## config.mk

```make
export PLATFORM = sky130hd
export DESIGN_NAME = key_adjust_ctrl
export DESIGN_NICKNAME = d
export VERILOG_FILES = /design/src/rtl/clock_pkg.sv /design/src/rtl/key_channel.sv /design/src/rtl/key_adjust_ctrl.sv
export SDC_FILE = /design/constraint.sdc
export NUM_CORES = 1
export LEC_CHECK = 0
export BUFFER_PORTS_ARGS = -buffer_cell sky130_fd_sc_hd__buf_2
export CORE_MARGIN = 5
export CORE_UTILIZATION = 40
export CTS_CLUSTER_DIAMETER = 30
export CTS_CLUSTER_SIZE = 10
export DETAILED_ROUTE_END_ITERATION = 8
export GPL_ROUTABILITY_DRIVEN = 0
export PLACE_DENSITY = 0.51
export SETUP_SLACK_MARGIN = 0.4
export SLEW_MARGIN = 20
export SYNTH_ARGS = -nofsm -noshare
export SYNTH_HDL_FRONTEND = slang
export SYNTH_SLANG_ARGS = --single-unit
```

## constraint.sdc

```tcl
create_clock -name clk -period 2.8 [get_ports clk]
set_input_delay 0.28 -clock clk [delete_from_list [all_inputs] [get_ports clk]]
set_output_delay 0.28 -clock clk [all_outputs]
set_load 0.01 [all_outputs]
```

## src/rtl/clock_pkg.sv

```systemverilog
// Shared types and default timing for the clock time-keeping design.
// The key-channel FSM encoding and timing constants live here so the core's timebase can reuse them.
package clock_pkg;

    typedef enum logic [2:0] {
        ST_IDLE,
        ST_DB_PRESS,
        ST_HELD,
        ST_REPEAT,
        ST_DB_REL
    } key_st_t;

    // Default timing at 50 MHz: 20 ms debounce, 0.5 s first repeat, 0.2 s repeat period.
    localparam int unsigned KEY_DB_CYC  = 1_000_000;
    localparam int unsigned KEY_RPT_DLY = 25_000_000;
    localparam int unsigned KEY_RPT_PER = 10_000_000;

    function automatic int unsigned max3(input int unsigned a, input int unsigned b,
                                         input int unsigned c);
        int unsigned m;
        m = (a > b) ? a : b;
        return (m > c) ? m : c;
    endfunction

endpackage

```

## src/rtl/key_channel.sv

```systemverilog
// One time-set key: 2-FF synchroniser, debounce/auto-repeat FSM sharing a single cycle counter,
// registered one-cycle increment pulse and debounced pressed level.
module key_channel
    import clock_pkg::*;
#(
    parameter int unsigned DB_CYC     = KEY_DB_CYC,
    parameter int unsigned REPEAT_DLY = KEY_RPT_DLY,
    parameter int unsigned REPEAT_PER = KEY_RPT_PER
) (
    input  logic clk,
    input  logic rst,
    input  logic en,
    input  logic key_n,
    output logic inc,
    output logic lvl
);

    localparam int unsigned CNT_MAX = max3(DB_CYC, REPEAT_DLY, REPEAT_PER);
    localparam int          CNT_W   = $clog2(CNT_MAX + 1);

    localparam logic [CNT_W-1:0] DB_C  = CNT_W'(DB_CYC);
    localparam logic [CNT_W-1:0] DLY_C = CNT_W'(REPEAT_DLY);
    localparam logic [CNT_W-1:0] PER_C = CNT_W'(REPEAT_PER);
    localparam logic [CNT_W-1:0] ONE_C = CNT_W'(1);

    logic [1:0]       sync_q;
    logic             s;
    key_st_t          state_q, state_d;
    logic [CNT_W-1:0] cnt_q, cnt_d;
    logic             fire_q, fire_d;
    logic             inc_q;
    logic             lvl_q, lvl_d;

    assign s = sync_q[1];

    always_comb begin
        state_d = state_q;
        cnt_d   = cnt_q;
        fire_d  = 1'b0;
        case (state_q)
            ST_IDLE: begin
                if (!s) begin
                    state_d = ST_DB_PRESS;
                    cnt_d   = ONE_C;
                end
            end
            ST_DB_PRESS: begin
                if (s) begin
                    state_d = ST_IDLE;
                    cnt_d   = '0;
                end else if (cnt_q == DB_C) begin
                    state_d = ST_HELD;
                    cnt_d   = '0;
                    fire_d  = 1'b1;
                end else begin
                    cnt_d = cnt_q + ONE_C;
                end
            end
            ST_HELD: begin
                if (s) begin
                    state_d = ST_DB_REL;
                    cnt_d   = ONE_C;
                end else if (cnt_q == DLY_C) begin
                    state_d = ST_REPEAT;
                    cnt_d   = '0;
                    fire_d  = 1'b1;
                end else begin
                    cnt_d = cnt_q + ONE_C;
                end
            end
            ST_REPEAT: begin
                if (s) begin
                    state_d = ST_DB_REL;
                    cnt_d   = ONE_C;
                end else if (cnt_q == PER_C) begin
                    cnt_d  = '0;
                    fire_d = 1'b1;
                end else begin
                    cnt_d = cnt_q + ONE_C;
                end
            end
            ST_DB_REL: begin
                // A low sample while releasing counts as still held and restarts the repeat delay.
                if (!s) begin
                    state_d = ST_HELD;
                    cnt_d   = '0;
                end else if (cnt_q == DB_C) begin
                    state_d = ST_IDLE;
                    cnt_d   = '0;
                end else begin
                    cnt_d = cnt_q + ONE_C;
                end
            end
            default: begin
                state_d = ST_IDLE;
                cnt_d   = '0;
            end
        endcase
        lvl_d = (state_d == ST_HELD) || (state_d == ST_REPEAT) || (state_d == ST_DB_REL);
    end

    always_ff @(posedge clk) begin
        if (rst) begin
            sync_q  <= 2'b11;
            state_q <= ST_IDLE;
            cnt_q   <= '0;
            fire_q  <= 1'b0;
            inc_q   <= 1'b0;
            lvl_q   <= 1'b0;
        end else begin
            sync_q  <= {sync_q[0], key_n};
            state_q <= state_d;
            cnt_q   <= cnt_d;
            fire_q  <= fire_d;
            // Pulses generated while disabled are dropped, never queued.
            inc_q   <= fire_q & en;
            lvl_q   <= lvl_d;
        end
    end

    assign inc = inc_q;
    assign lvl = lvl_q;

endmodule

```

## src/rtl/key_adjust_ctrl.sv

```systemverilog
// Time-set key front end: two independent key channels (index 0 = minute, 1 = hour).
// Wiring only; all behaviour lives in key_channel.
module key_adjust_ctrl
    import clock_pkg::*;
#(
    parameter int unsigned DB_CYC     = KEY_DB_CYC,
    parameter int unsigned REPEAT_DLY = KEY_RPT_DLY,
    parameter int unsigned REPEAT_PER = KEY_RPT_PER
) (
    input  logic clk,
    input  logic rst,
    input  logic en,
    input  logic key_min_n,
    input  logic key_hr_n,
    output logic min_inc,
    output logic hr_inc,
    output logic min_lvl,
    output logic hr_lvl
);

    logic [1:0] key_n_w;
    logic [1:0] inc_w;
    logic [1:0] lvl_w;

    assign key_n_w = {key_hr_n, key_min_n};

    generate
        for (genvar gi = 0; gi < 2; gi++) begin : g_key
            key_channel #(
                .DB_CYC     (DB_CYC),
                .REPEAT_DLY (REPEAT_DLY),
                .REPEAT_PER (REPEAT_PER)
            ) u_key (
                .clk   (clk),
                .rst   (rst),
                .en    (en),
                .key_n (key_n_w[gi]),
                .inc   (inc_w[gi]),
                .lvl   (lvl_w[gi])
            );
        end
    endgenerate

    assign min_inc = inc_w[0];
    assign hr_inc  = inc_w[1];
    assign min_lvl = lvl_w[0];
    assign hr_lvl  = lvl_w[1];

endmodule

```

==> metrics.md, run 1 <==
| Metric | Value |
|---|---|
| Status | `finished, final reports clean` |
| CP Launch Type | `flop` |
| Port Buffer Count | `8` |
| Register share of total power | `54.0%` |
| Drt drc | `0` |
| Vias | `3135` |
| H-Tree Depth | `3` |
| Mapped Avg Cell Area | `8.54 µm²` |
| Critical-path cell list | `or4b_4, nor4_4, a41oi_2, a41oi_2, buf_6, nor2_4, a221o_1` |
| Dpl hpwl | `6.04 mm` |
| Final Skew | `0.0125 ns` |
| Synth Instances | `423` |
| Largest net degree at the start of global routing | `31` |
| DIE HEIGHT | `105 µm` |
| Die area | `11000 µm²` |
| Top cell type by total area after synthesis | `dfxtp_1` |
| Hold buffers post-CTS | `0` |
| Worst skew pair latency | `0.34 ns` |
| Fill cells | `860` |
| CP most frequent cell | `a41oi_2` |
| PD cells | `436 nW/µm²` |
| Post-synth EDFFs | `0` |
| Crit path DAT | `2.53 ns` |
| Worst Tran Pin Value | `0.591 ns` |
| Max VDD drop | `0.219 mV` |
| Synthesized cell area | `3610 µm²` |
| Post-layout util | `46.0%` |
| Number of routed nets with antenna violations | `0` |
| N_diodes | `0` |
| Synth cell types | `68` |
| RSZ-0062 raised after global routing | `true` |
| Die width | `105 µm` |
| Nets | `451` |
| Synth async-reset ratio | `0%` |
| Switching part of the total | `25.2%` |
| CP max-delay cell | `or4b_4` |
| Period utilization | `82.1%` |
| Initial drt markers | `176` |
| Initial antenna violation count | `0` |
| Final Hold Viols | `0` |
| Setup TNS | `0 ns` |
| Area contributors post-synth | `dfxtp_1 (37%), nor2_1 (4.6%), xnor2_1 (4.4%)` |
| Critical Path Max Stage Delay | `0.57 ns` |
| CP required | `3.03 ns` |
| Final worst path period need | `2.30 ns` |
| Layout area overhead | `11.7%` |
| First-pass GRT wire length | `14.6 mm` |
| Vias in the first global route | `2962` |
| Routed len/inst | `15.2 µm` |
| Cts bufs inserted | `9` |
| Leakage | `1.40 nW` |
| CTS max path bufs | `2` |
| Logic pwr share | `4.4%` |
| Tot GR Track Use | `15.8%` |
| Post-Route WL | `8.43 mm` |
| Predominant post-synthesis flop cell | `dfxtp_1` |
| Area share of the largest cell type after synthesis | `36.6%` |
| Vias per inst | `5.65` |
| Setup CP Type | `reg2reg` |
| Int Power | `1.32 mW` |
| Gr ovfl total | `0` |
| CTS tree | `done` |
| MaxCap Viol Count | `0` |
| Final Max Tran Viols | `0` |
| Part of the power in the clock network | `41.7%` |
| Seq/Total Area, Yosys | `36.6%` |
| Slew margin rel. | `60.6%` |
| Root buf cell | `clkbuf_8` |
| Ys Warns | `0` |
| Starting Density | `41.2%` |
| CP Capture Type | `flop` |
| Clock slew at reported path FFs | `0.08 ns` |
| Num rows | `34` |
| # clock sinks | `66` |
| Switching power | `444 µW` |
| Drt first pass iters | `4` |
| Share of cells above drive strength 1 | `18.6%` |
| Final Setup Violations | `0` |
| Core Footprint | `8760 µm²` |
| # IOs | `9` |
| Worst Hold Class | `in2reg` |
| Crit-path max FO | `6` |
| Synthesized Nets | `432` |
| Max Freq | `435 MHz` |
| Seq cells post-synth | `66` |
[final cells by class]
type	count	area (µm²)	area share, %
multi-input combinational	323	2140	53.1
sequential	66	1340	33.1
timing repair buffer	26	180	4.47
clock buffer	10	138	3.41
tap	108	135	3.35
inverter	16	60.1	1.49
clock inverter	6	41.3	1.02
[per-stage QoR]
step | instance area, µm² | std cells | hold WS, ns | setup WS [ns] | power [mW]
3_5_place_dp | 3750 | 534 | 0.401 | 0.297 | 1.05
5_1_grt | 4040 | 555 | 0.122 | 0.348 | 1.84
3_3_place_gp | 3750 | 534 | 0.405 | 0.330 | 1.05
2_1_floorplan | 3610 | 423 | 0.384 | 0.494 | 1.03
4_1_cts | 3950 | 551 | 0.106 | 0.409 | 1.79
6_report | 4040 | 555 | 0.123 | 0.501 | 1.76
[flip-flops by register name (all words and copies together) (netlist names)]
name                 count
g_key.u_key.inc          2
g_key.u_key.lvl          2
g_key.u_key.fire_q       2
g_key.u_key.sync_q       4
g_key.u_key.state_q      6
g_key.u_key.cnt_q       50
[layout by cell type, fill, tap and decap left out, types with 3 or more instances in the layout]
cell / count
xnor2_1: 18
o21ai_0: 9
a22o_1: 3
o21a_1: 3
clkbuf_8: 10
ha_1: 4
nor2b_1: 6
o211ai_1: 5
nand4b_1: 7
a21oi_1: 10
nand3_1: 22
nor3_1: 29
dfxtp_2: 10
nor2_1: 44
nand2_1: 28
or2_2: 7
nor4_1: 10
inv_1: 15
dfxtp_1: 55
nor4b_1: 3
clkinvlp_4: 3
and3b_1: 5
nor4bb_1: 3
buf_4: 15
xor2_1: 17
or3_1: 5
buf_2: 9
nand4_1: 13
a31oi_1: 4
and3_1: 12
or4_1: 3
or4b_4: 3
[cell families after synthesis]
logic type      share of synthesized area (%)
simple gates                             35.1
flops                                    36.6
compound gates                           12.8
xor+xnor                                 8.49
buf+inv                                  5.30
fa+ha+maj                                1.39
mux                                     0.312
[synth_stat cells (3+ instances only)]
library cell	n
buf_6	5
or4_1	3
a22o_1	3
nor2_1	44
buf_4	4
and3b_1	5
o21a_1	3
nor3_1	30
a31oi_1	4
inv_1	16
o211ai_1	5
clkbuf_1	7
or3_1	5
nand4_1	13
nor4b_1	4
dfxtp_1	66
nor4_1	10
a21oi_1	10
nand4b_1	7
nor2b_1	6
o31ai_1	3
o21ai_0	9
nand2_1	28
xor2_1	17
or2_2	7
xnor2_1	18
nor4bb_1	3
and3_1	12
ha_1	4
nand3_1	22
[power by group through the flow]
stage	sequential [mW]	combinational (mW)	clock [mW]
2_1_floorplan	0.969	0.0606	0
3_3_place_gp	0.973	0.0744	0
3_5_place_dp	0.973	0.0743	0
4_1_cts	0.951	0.0754	0.760
5_1_grt	0.952	0.0862	0.800
6_report	0.951	0.0767	0.733
[timing repair]
item / in CTS / in global routing
gates resized for setup: 3 / 20
endpoints found under the setup margin: 41 / 44
cloned: 0 / 1
pin swaps: 2 / 5
setup buffers: 1 / 3
[final timing paths]
kind                            startpoint                  endpoint  slack, ns  cells after the start
setup / recovery   g_key[0].u_key.cnt_q[7]  g_key[0].u_key.cnt_q[23]       0.50                      7
hold / removal                    key_hr_n  g_key[1].u_key.sync_q[0]       0.12                      2
setup reg to reg   g_key[0].u_key.cnt_q[7]  g_key[0].u_key.cnt_q[23]       0.50                      7
hold reg to reg   g_key[0].u_key.sync_q[0]  g_key[0].u_key.sync_q[1]       0.42                      1
[worst max-delay path: cells and delay by family (launching register included)]
family	cells	cell delay (ns)
and+or+nand+nor	3	0.89
AOI/OAI and AO/OA	3	0.76
DFF	1	0.36
buffers and inverters	1	0.17
[metal layers]
metal  track usage, %  part of all wire (%)
met1             24.3                    52
met2             21.4                    41
met3             3.45                   5.1
met4             5.57                   1.2
met5                0                     0
(Power assumes the default switching activity.)
==> run 2: changes to the inputs <==
--- a/config.mk
+++ b/config.mk
@@ -5,6 +5,7 @@
 export SDC_FILE = /design/constraint.sdc
 export NUM_CORES = 1
 export LEC_CHECK = 0
+export ABC_AREA = 1
 export BUFFER_PORTS_ARGS = -buffer_cell sky130_fd_sc_hd__buf_2
 export CORE_MARGIN = 5
 export CORE_UTILIZATION = 40
==> constraint.sdc (replaced) <==
create_clock -name clk -period 2.36 [get_ports clk]
set_input_delay 0.236 -clock clk [delete_from_list [all_inputs] [get_ports clk]]
set_output_delay 0.236 -clock clk [all_outputs]
set_load 0.01 [all_outputs]
==> run 2 against run 1 <==
Fmax is 23% higher. Synthesized area is 22% higher. Global-route usage is 3.0 points higher. Worst hold slack worse by 0.067 ns. Highest routed layer unchanged.
==> metrics.md, run 2 <==
| Metric | Value |
|---|---|
| DIE HEIGHT | `115 µm (+9.6%)` |
| Nets | `705 (+56%)` |
| Tot GR Track Use | `18.8% (+3.0 points)` |
| Commonest non-fill, non-tap cell in the layout | `nand2_1` |
| Biggest registers after layout | `g_key.u_key.cnt_q x50, g_key.u_key.state_q x6, g_key.u_key.sync_q x4` |
| Logic pwr share | `6.3% (+1.9 points)` |
| Root buf cell | `clkbuf_8` |
| Share of cells above drive strength 1 | `18.1% (-0.45 points)` |
| Post-placement setup slack | `0.349 ns (+0.0515 ns)` |
| Int Power | `1.78 mW (+35%)` |
| Final Skew | `0.0123 ns (-0.000155 ns)` |
| Minimum hold slack | `0.0564 ns (-0.0671 ns)` |
| Final worst path period need | `1.87 ns (-0.434 ns)` |
| # IOs | `9 (unchanged)` |
| Post-synthesis mux area share | `0% (-0.31 points)` |
| Routed len/inst | `14.1 µm (-6.9%)` |
| Drt drc | `0 (unchanged)` |
| Synthesized Nets | `694 (+61%)` |
| Seq/Total Area, Yosys | `29.9% (-6.7 points)` |
| Core Footprint | `10800 µm² (+24%)` |
| Max VDD drop | `0.479 mV (+120%)` |
| Synth Instances | `685 (+62%)` |
| XOR/XNOR Fraction of Synth Area | `4.36% (-4.1 points)` |
| Post-synthesis adder-cell area fraction | `1.13% (-0.25 points)` |
| Synth top cells by count | `nand2_1 (162), nor2_1 (111), nand3_1 (67), dfxtp_1 (66), inv_1 (64)` |
| Hold Path Origin | `key_hr_n` |
| Final Max Tran Viols | `0 (unchanged)` |
| Count leader, synth | `nand2_1` |
| CP Capture Type | `flop` |
| # clock sinks | `66 (unchanged)` |
| Worst R2R Start | `g_key[0].u_key.cnt_q[8]` |
| Number of routed nets with antenna violations | `0 (unchanged)` |
| Slew margin rel. | `36.9% (-24 points)` |
| Post-Route WL | `11.9 mm (+41%)` |
| Leakage | `1.72 nW (+23%)` |
| CTS tree | `done` |
| Synth async-reset ratio | `0% (unchanged)` |
| Initial antenna violation count | `0 (unchanged)` |
| Predominant post-synthesis flop cell | `dfxtp_1` |
| Gr ovfl total | `0 (unchanged)` |
| Ys Warns | `0 (unchanged)` |
| Max Freq | `536 MHz (+23%)` |
| Vias per inst | `5.17 (-8.5%)` |
| Mapped Avg Cell Area | `6.45 µm² (-25%)` |
| RSZ-0062 raised after global routing | `true` |
| CP required | `2.60 ns (-0.43 ns)` |
| Main combinational cell family by area after synthesis | `simple AND/OR/NAND/NOR gates` |
| Setup TNS | `0 ns (unchanged)` |
| Drt first pass iters | `7 (+3)` |
| Clock slew at reported path FFs | `0.07 ns (about the same)` |
| CTS max path bufs | `2 (unchanged)` |
| Biggest register | `g_key.u_key.cnt_q` |
| Starting Density | `40.7% (-0.49 points)` |
| Vias | `4345 (+39%)` |
| Largest net degree at the start of global routing | `27 (-13%)` |
| Switching power | `576 µW (+30%)` |
| Initial drt markers | `338 (+92%)` |
| Synth Area in Compound Gates | `6.12% (-6.7 points)` |
| Dpl hpwl | `8.85 mm (+47%)` |
| Hold buffers post-CTS | `0 (unchanged)` |
| Post-synth EDFFs | `0 (unchanged)` |
| Worst Tran Pin Value | `0.941 ns (+0.350 ns)` |
| Part of the power in the clock network | `45.7% (+4.0 points)` |
| MaxCap Viol Count | `0 (unchanged)` |
| Area contributors post-synth | `dfxtp_1 (30%), nand2_1 (14%), nor2_1 (9.4%)` |
| Setup CP Type | `reg2reg` |
| Num rows | `38 (+12%)` |
| Area share of the largest cell type after synthesis | `29.9% (-6.7 points)` |
| CP Launch Type | `flop` |
| Status | `finished, final reports clean` |
| Most frequent cells in the layout | `nand2_1 (159), nor2_1 (105), nand3_1 (66), inv_1 (63), dfxtp_1 (60)` |
| Seq cells post-synth | `66 (unchanged)` |
| H-Tree Depth | `3 (unchanged)` |
| N_diodes | `0 (unchanged)` |
| Switching part of the total | `24.4% (-0.77 points)` |
| Setup crit start | `g_key[0].u_key.cnt_q[8]` |
| Cts bufs inserted | `9 (unchanged)` |
| Synth cell types | `40 (-41%)` |
| Top cell type by total area after synthesis | `dfxtp_1` |
| Vias in the first global route | `4004 (+35%)` |
| Die width | `115 µm (+9.6%)` |
| Period utilization | `79.0% (-3.1 points)` |
| Fin worst setup slack | `0.495 ns (-0.00628 ns)` |
| Post-synthesis simple-gate area fraction | `48.7% (+14 points)` |
| Final Hold Viols | `0 (unchanged)` |
| Die area | `13200 µm² (+20%)` |
| Largest register FFs | `50 (unchanged)` |
| First-pass GRT wire length | `19.7 mm (+34%)` |
| Worst skew pair latency | `0.37 ns (+0.03 ns)` |
| Register share of total power | `47.9% (-6.1 points)` |
| Crit path DAT | `2.11 ns (-0.42 ns)` |
| Crit-path max FO | `11 (+5)` |
| Port Buffer Count | `8 (unchanged)` |
| Worst Hold Class | `in2reg` |
| Final Setup Violations | `0 (unchanged)` |
| PD cells | `482 nW/µm² (+10%)` |
| Synthesized cell area | `4420 µm² (+22%)` |
| Layout area overhead | `10.9%` |
==> run 2: cell count changes after synthesis, moves of 17 or more <==
cell / before / now
nand3_1: 22 / 67
nor2_1: 44 / 111
inv_1: 16 / 64
xnor2_1: 18 / 1
nand2_1: 28 / 162
inv_2: 0 / 21
==> run 2: cell families after synthesis <==
group           after synthesis
compound gates               46
xor+xnor                     22
fa+ha+maj                     4
buf+inv                     103
flops                        66
simple gates                444
==> run 2: metrics by stage <==
stage	instances	power (mW)	utilization, %	cell area (µm²)
2_1_floorplan	685	1.26	-	4420
3_3_place_gp	822	1.29	42.1	4560
3_5_place_dp	822	1.29	42.1	4560
4_1_cts	838	2.39	44.1	4780
5_1_grt	841	2.46	45.2	4900
6_report	841	2.36	45.2	4900
==> run 2: layout make-up <==
type                            instances  area (µm²)
Tap cell                              140         175
Clock inverter                          5        77.6
Multi-Input combinational cell        518        2760
Sequential cell                        66        1330
Timing Repair Buffer                   13        77.6
Inverter                               88         330
Fill cell                            1189        5940
Clock buffer                           11         141
==> run 2: final timing paths <==
kind	endpoint	slack, ns	cells past startpoint
max	g_key[0].u_key.cnt_q[7]	0.49	10
min	g_key[1].u_key.sync_q[0]	0.06	2
max reg2reg	g_key[0].u_key.cnt_q[7]	0.49	10
min reg2reg	g_key[1].u_key.sync_q[1]	0.41	1
==> run 2: layer usage <==
metal	routed length, µm	vias to the layer above	global-route usage (%)
met3	853	12	5.37
li1	-	2214	-
met1	6020	1966	27.5
met4	177	0	5.87
met2	4840	153	26.6
met5	0	-	0
==> run 2: repair_timing <==
| item | 4_1_cts | 5_1_grt |
|---|---|---|
| pin swaps | 0 | 5 |
| buffers inserted | 0 | 1 |
| gates resized for setup | 1 | 25 |
| endpoints found under the setup margin | 11 | 49 |
| gates cloned | 0 | 2 |
==> run 2: worst max-delay path, cell delays in order (launching register included) <==
cell and delay [ns]:
dfxtp_1 0.35, inv_2 0.11, nand2_1 0.07, nor2_1 0.22, nand4_1 0.12, nor2_1 0.17, nand2_1 0.08, nand2_1 0.16
nand4_4 0.22, nand2_8 0.17, nor3_1 0.07
==> run 2: power groups by stage <==
stage	Clock [mW]	Sequential [mW]	Combinational, mW
floorplan	0	1.15	0.107
global placement	0	1.16	0.131
detailed placement	0	1.16	0.130
CTS	1.12	1.13	0.132
global route	1.16	1.13	0.163
finish	1.08	1.13	0.149
==> run 3: changes to the inputs <==
--- a/config.mk
+++ b/config.mk
@@ -5,7 +5,7 @@
 export SDC_FILE = /design/constraint.sdc
 export NUM_CORES = 1
 export LEC_CHECK = 0
-export ABC_AREA = 1
+export ABC_AREA = 0
 export BUFFER_PORTS_ARGS = -buffer_cell sky130_fd_sc_hd__buf_2
 export CORE_MARGIN = 5
 export CORE_UTILIZATION = 40
@@ -13,7 +13,7 @@
 export CTS_CLUSTER_SIZE = 10
 export DETAILED_ROUTE_END_ITERATION = 8
 export GPL_ROUTABILITY_DRIVEN = 0
-export PLACE_DENSITY = 0.51
+export PLACE_DENSITY = 0.53
 export SETUP_SLACK_MARGIN = 0.4
 export SLEW_MARGIN = 20
 export SYNTH_ARGS = -nofsm -noshare
==> constraint.sdc (replaced) <==
create_clock -name clk -period 1.6 [get_ports clk]
set_input_delay 0.16 -clock clk [delete_from_list [all_inputs] [get_ports clk]]
set_output_delay 0.16 -clock clk [all_outputs]
set_load 0.01 [all_outputs]
==> run 3 against run 2 <==
The run now ends with negative setup slack left. Utilization increased by 16 points. Routed wire length decreased by 14%. First-iteration DRC count decreased by 50%. Combinational power increased by 52%. Power increased by 33%. Critical path type unchanged. Clock skew increased by 0.0040 ns. Register-to-register slack got worse by 1.2 ns. Sequential power increased by 46%. Fmax decreased by 19%. Count of clock-buffer cells in the layout unchanged.
==> metrics.md, run 3 (synthesis gave the netlist of run 1 again) <==
| Metric | Value |
|---|---|
| Worst skew pair latency | `0.35 ns (-0.02 ns)` |
| Vias | `3677 (-15%)` |
| Starting Density | `41.2% (+0.49 points)` |
| Root buf cell | `clkbuf_8` |
| Post-Route WL | `10.3 mm (-14%)` |
| # clock sinks | `66 (unchanged)` |
| CP endpoint | `g_key[0].u_key.cnt_q[23]` |
| Vias per inst | `5.32 (+3.0%)` |
| CTS max path bufs | `2 (unchanged)` |
| Initial antenna violation count | `0 (unchanged)` |
| RSZ-0062 raised after global routing | `true` |
| Final Setup Violations | `60 (+60)` |
| DP Area | `4880 µm² (+7.1%)` |
| Dpl hpwl | `7.50 mm (-15%)` |
| Leakage | `2.16 nW (+26%)` |
| Share of cells above drive strength 1 | `43.6% (+25 points)` |
| Clock slew at reported path FFs | `0.07 ns (about the same)` |
| M1 GR Usage | `26.0% (-1.5 points)` |
| Busiest grt layer | `met2` |
| Final Max Tran Viols | `0 (unchanged)` |
| Number of routed nets with antenna violations | `0 (unchanged)` |
| Max Freq | `434 MHz (-19%)` |
| Cts bufs inserted | `9 (unchanged)` |
| # IOs | `9 (unchanged)` |
| Minimum hold slack | `0.0708 ns (+0.0145 ns)` |
| Biggest register | `g_key.u_key.cnt_q` |
| Final Skew | `0.0163 ns (+0.00397 ns)` |
| Setup CP Type | `reg2reg` |
| Final worst path period need | `2.31 ns (+0.441 ns)` |
| MaxCap Viol Count | `0 (unchanged)` |
| Gr ovfl total | `0 (unchanged)` |
| Biggest registers after layout | `g_key.u_key.cnt_q x50, g_key.u_key.state_q x6, g_key.u_key.sync_q x4` |
| H-Tree Depth | `3 (unchanged)` |
| Fin area | `5370 µm² (+9.6%)` |
| CP Launch Type | `flop` |
| Setup crit start | `g_key[0].u_key.cnt_q[0]` |
| M2 GR Usage | `29.5% (+2.9 points)` |
| Largest net degree at the start of global routing | `26 (-3.7%)` |
| Layout area overhead | `48.6%` |
| Failing checks | `negative setup slack` |
| Worst Hold Class | `in2reg` |
| Die width | `105 µm (-8.7%)` |
| DIE HEIGHT | `105 µm (-8.7%)` |
| Drt drc | `0 (unchanged)` |
| CP Capture Type | `flop` |
| Post-placement setup slack | `-0.730 ns (-1.08 ns)` |
| First-pass GRT wire length | `17.1 mm (-13%)` |
| Worst R2R Start | `g_key[0].u_key.cnt_q[0]` |
| CTS tree | `done` |
| Final Hold Viols | `0 (unchanged)` |
| R2R cell count | `9 (-1)` |
| Core Footprint | `8760 µm² (-19%)` |
| Period utilization | `144% (+65 points)` |
| Worst Tran Pin Value | `0.418 ns (-0.523 ns)` |
| Num rows | `34 (-11%)` |
| Drt first pass iters | `5 (-2)` |
| Commonest non-fill, non-tap cell in the layout | `buf_4` |
| Reg2Reg Setup Slack | `-0.71 ns (-1.20 ns)` |
| Port Buffer Count | `8 (unchanged)` |
| FF-to-FF End | `g_key[0].u_key.cnt_q[23]` |
| Status | `finished, violations left` |
| PD cells | `584 nW/µm² (+21%)` |
| Max VDD drop | `0.321 mV (-33%)` |
| Most frequent cells in the layout | `buf_4 (141), dfxtp_1 (51), nor2_1 (43), nand2_1 (27), nand3_1 (21)` |
| Crit-path max FO | `11 (unchanged)` |
| CP required | `1.83 ns (-0.77 ns)` |
| Routed len/inst | `14.8 µm (+4.9%)` |
| Nets | `587 (-17%)` |
| Fill cells | `793 (-33%)` |
| Tot GR Track Use | `18.7% (-0.045 points)` |
| Die area | `11000 µm² (-17%)` |
| Vias in the first global route | `3530 (-12%)` |
| Initial drt markers | `169 (-50%)` |
| Slew margin rel. | `72.1% (+35 points)` |
| N_diodes | `0 (unchanged)` |
| Crit path DAT | `2.54 ns (+0.43 ns)` |
| Met3 Track Usage GR | `3.33% (-2.0 points)` |
| Design Power | `3.14 mW (+33%)` |
| Fin worst setup slack | `-0.706 ns (-1.20 ns)` |
| Post-layout util | `61.3% (+16 points)` |
| Largest register FFs | `50 (unchanged)` |
## run 3: worst max-delay path: stages (launching register included)
cell and delay [ns]:
dfxtp_2 0.33, inv_2 0.07, ha_4 0.12, or4b_4 0.47, nor4_4 0.24, a41oi_2 0.19
a41oi_2 0.25, buf_12 0.17, nor2_4 0.04, a221o_1 0.30
## run 3: through the flow
stage	instances	TNS (ns)
floorplan	423	-27.12
global placement	656	-29.12
detailed placement	656	-32.60
CTS	684	-31.47
global route	691	-40.02
finish	691	-34.30
## run 3: area by class of cell
type,instances,area [µm²],area share (%)
Inverter,16,60.1,1.12
Clock buffer,11,141,2.63
Multi-Input combinational cell,323,2400,44.7
Clock inverter,5,30.0,0.559
Timing Repair Buffer,162,1260,23.4
Tap cell,108,135,2.52
Sequential cell,66,1350,25.1
## run 3: report_power, final
group,internal [mW],switching (mW)
sequential,1.65,0.00579
clock,0.597,0.659
combinational,0.0999,0.126
total,2.34,0.791
## run 3: worst min path at each step
stage                         start                        to  cells past startpoint
final                            en        g_key[1].u_key.inc                      2
after global placement     key_hr_n  g_key[1].u_key.sync_q[0]                      2
after floorplan           key_min_n  g_key[0].u_key.sync_q[0]                      1
after CTS                        en        g_key[1].u_key.inc                      2
after detailed placement  key_min_n  g_key[0].u_key.sync_q[0]                      2
after global routing             en        g_key[0].u_key.inc                      2
## run 3: timing repair
| item | CTS | global route |
|---|---|---|
| endpoints found under the setup margin | 60 | 60 |
| gates cloned | 2 | 0 |
| hold endpoints to repair | 2 | 0 |
| gates resized for setup | 23 | 21 |
| setup buffers | 8 | 7 |
| hold buffers | 2 | 0 |
| pin swaps | 12 | 19 |
## run 3: per-layer routing
| metal | share of wire [%] | wire length, µm | up-vias |
|---|---|---|---|
| met5 | 0 | 0 | - |
| met4 | 1.0 | 105 | 0 |
| met3 | 3.6 | 372 | 11 |
| met2 | 45 | 4600 | 73 |
| met1 | 50 | 5170 | 1736 |
| li1 | - | - | 1857 |
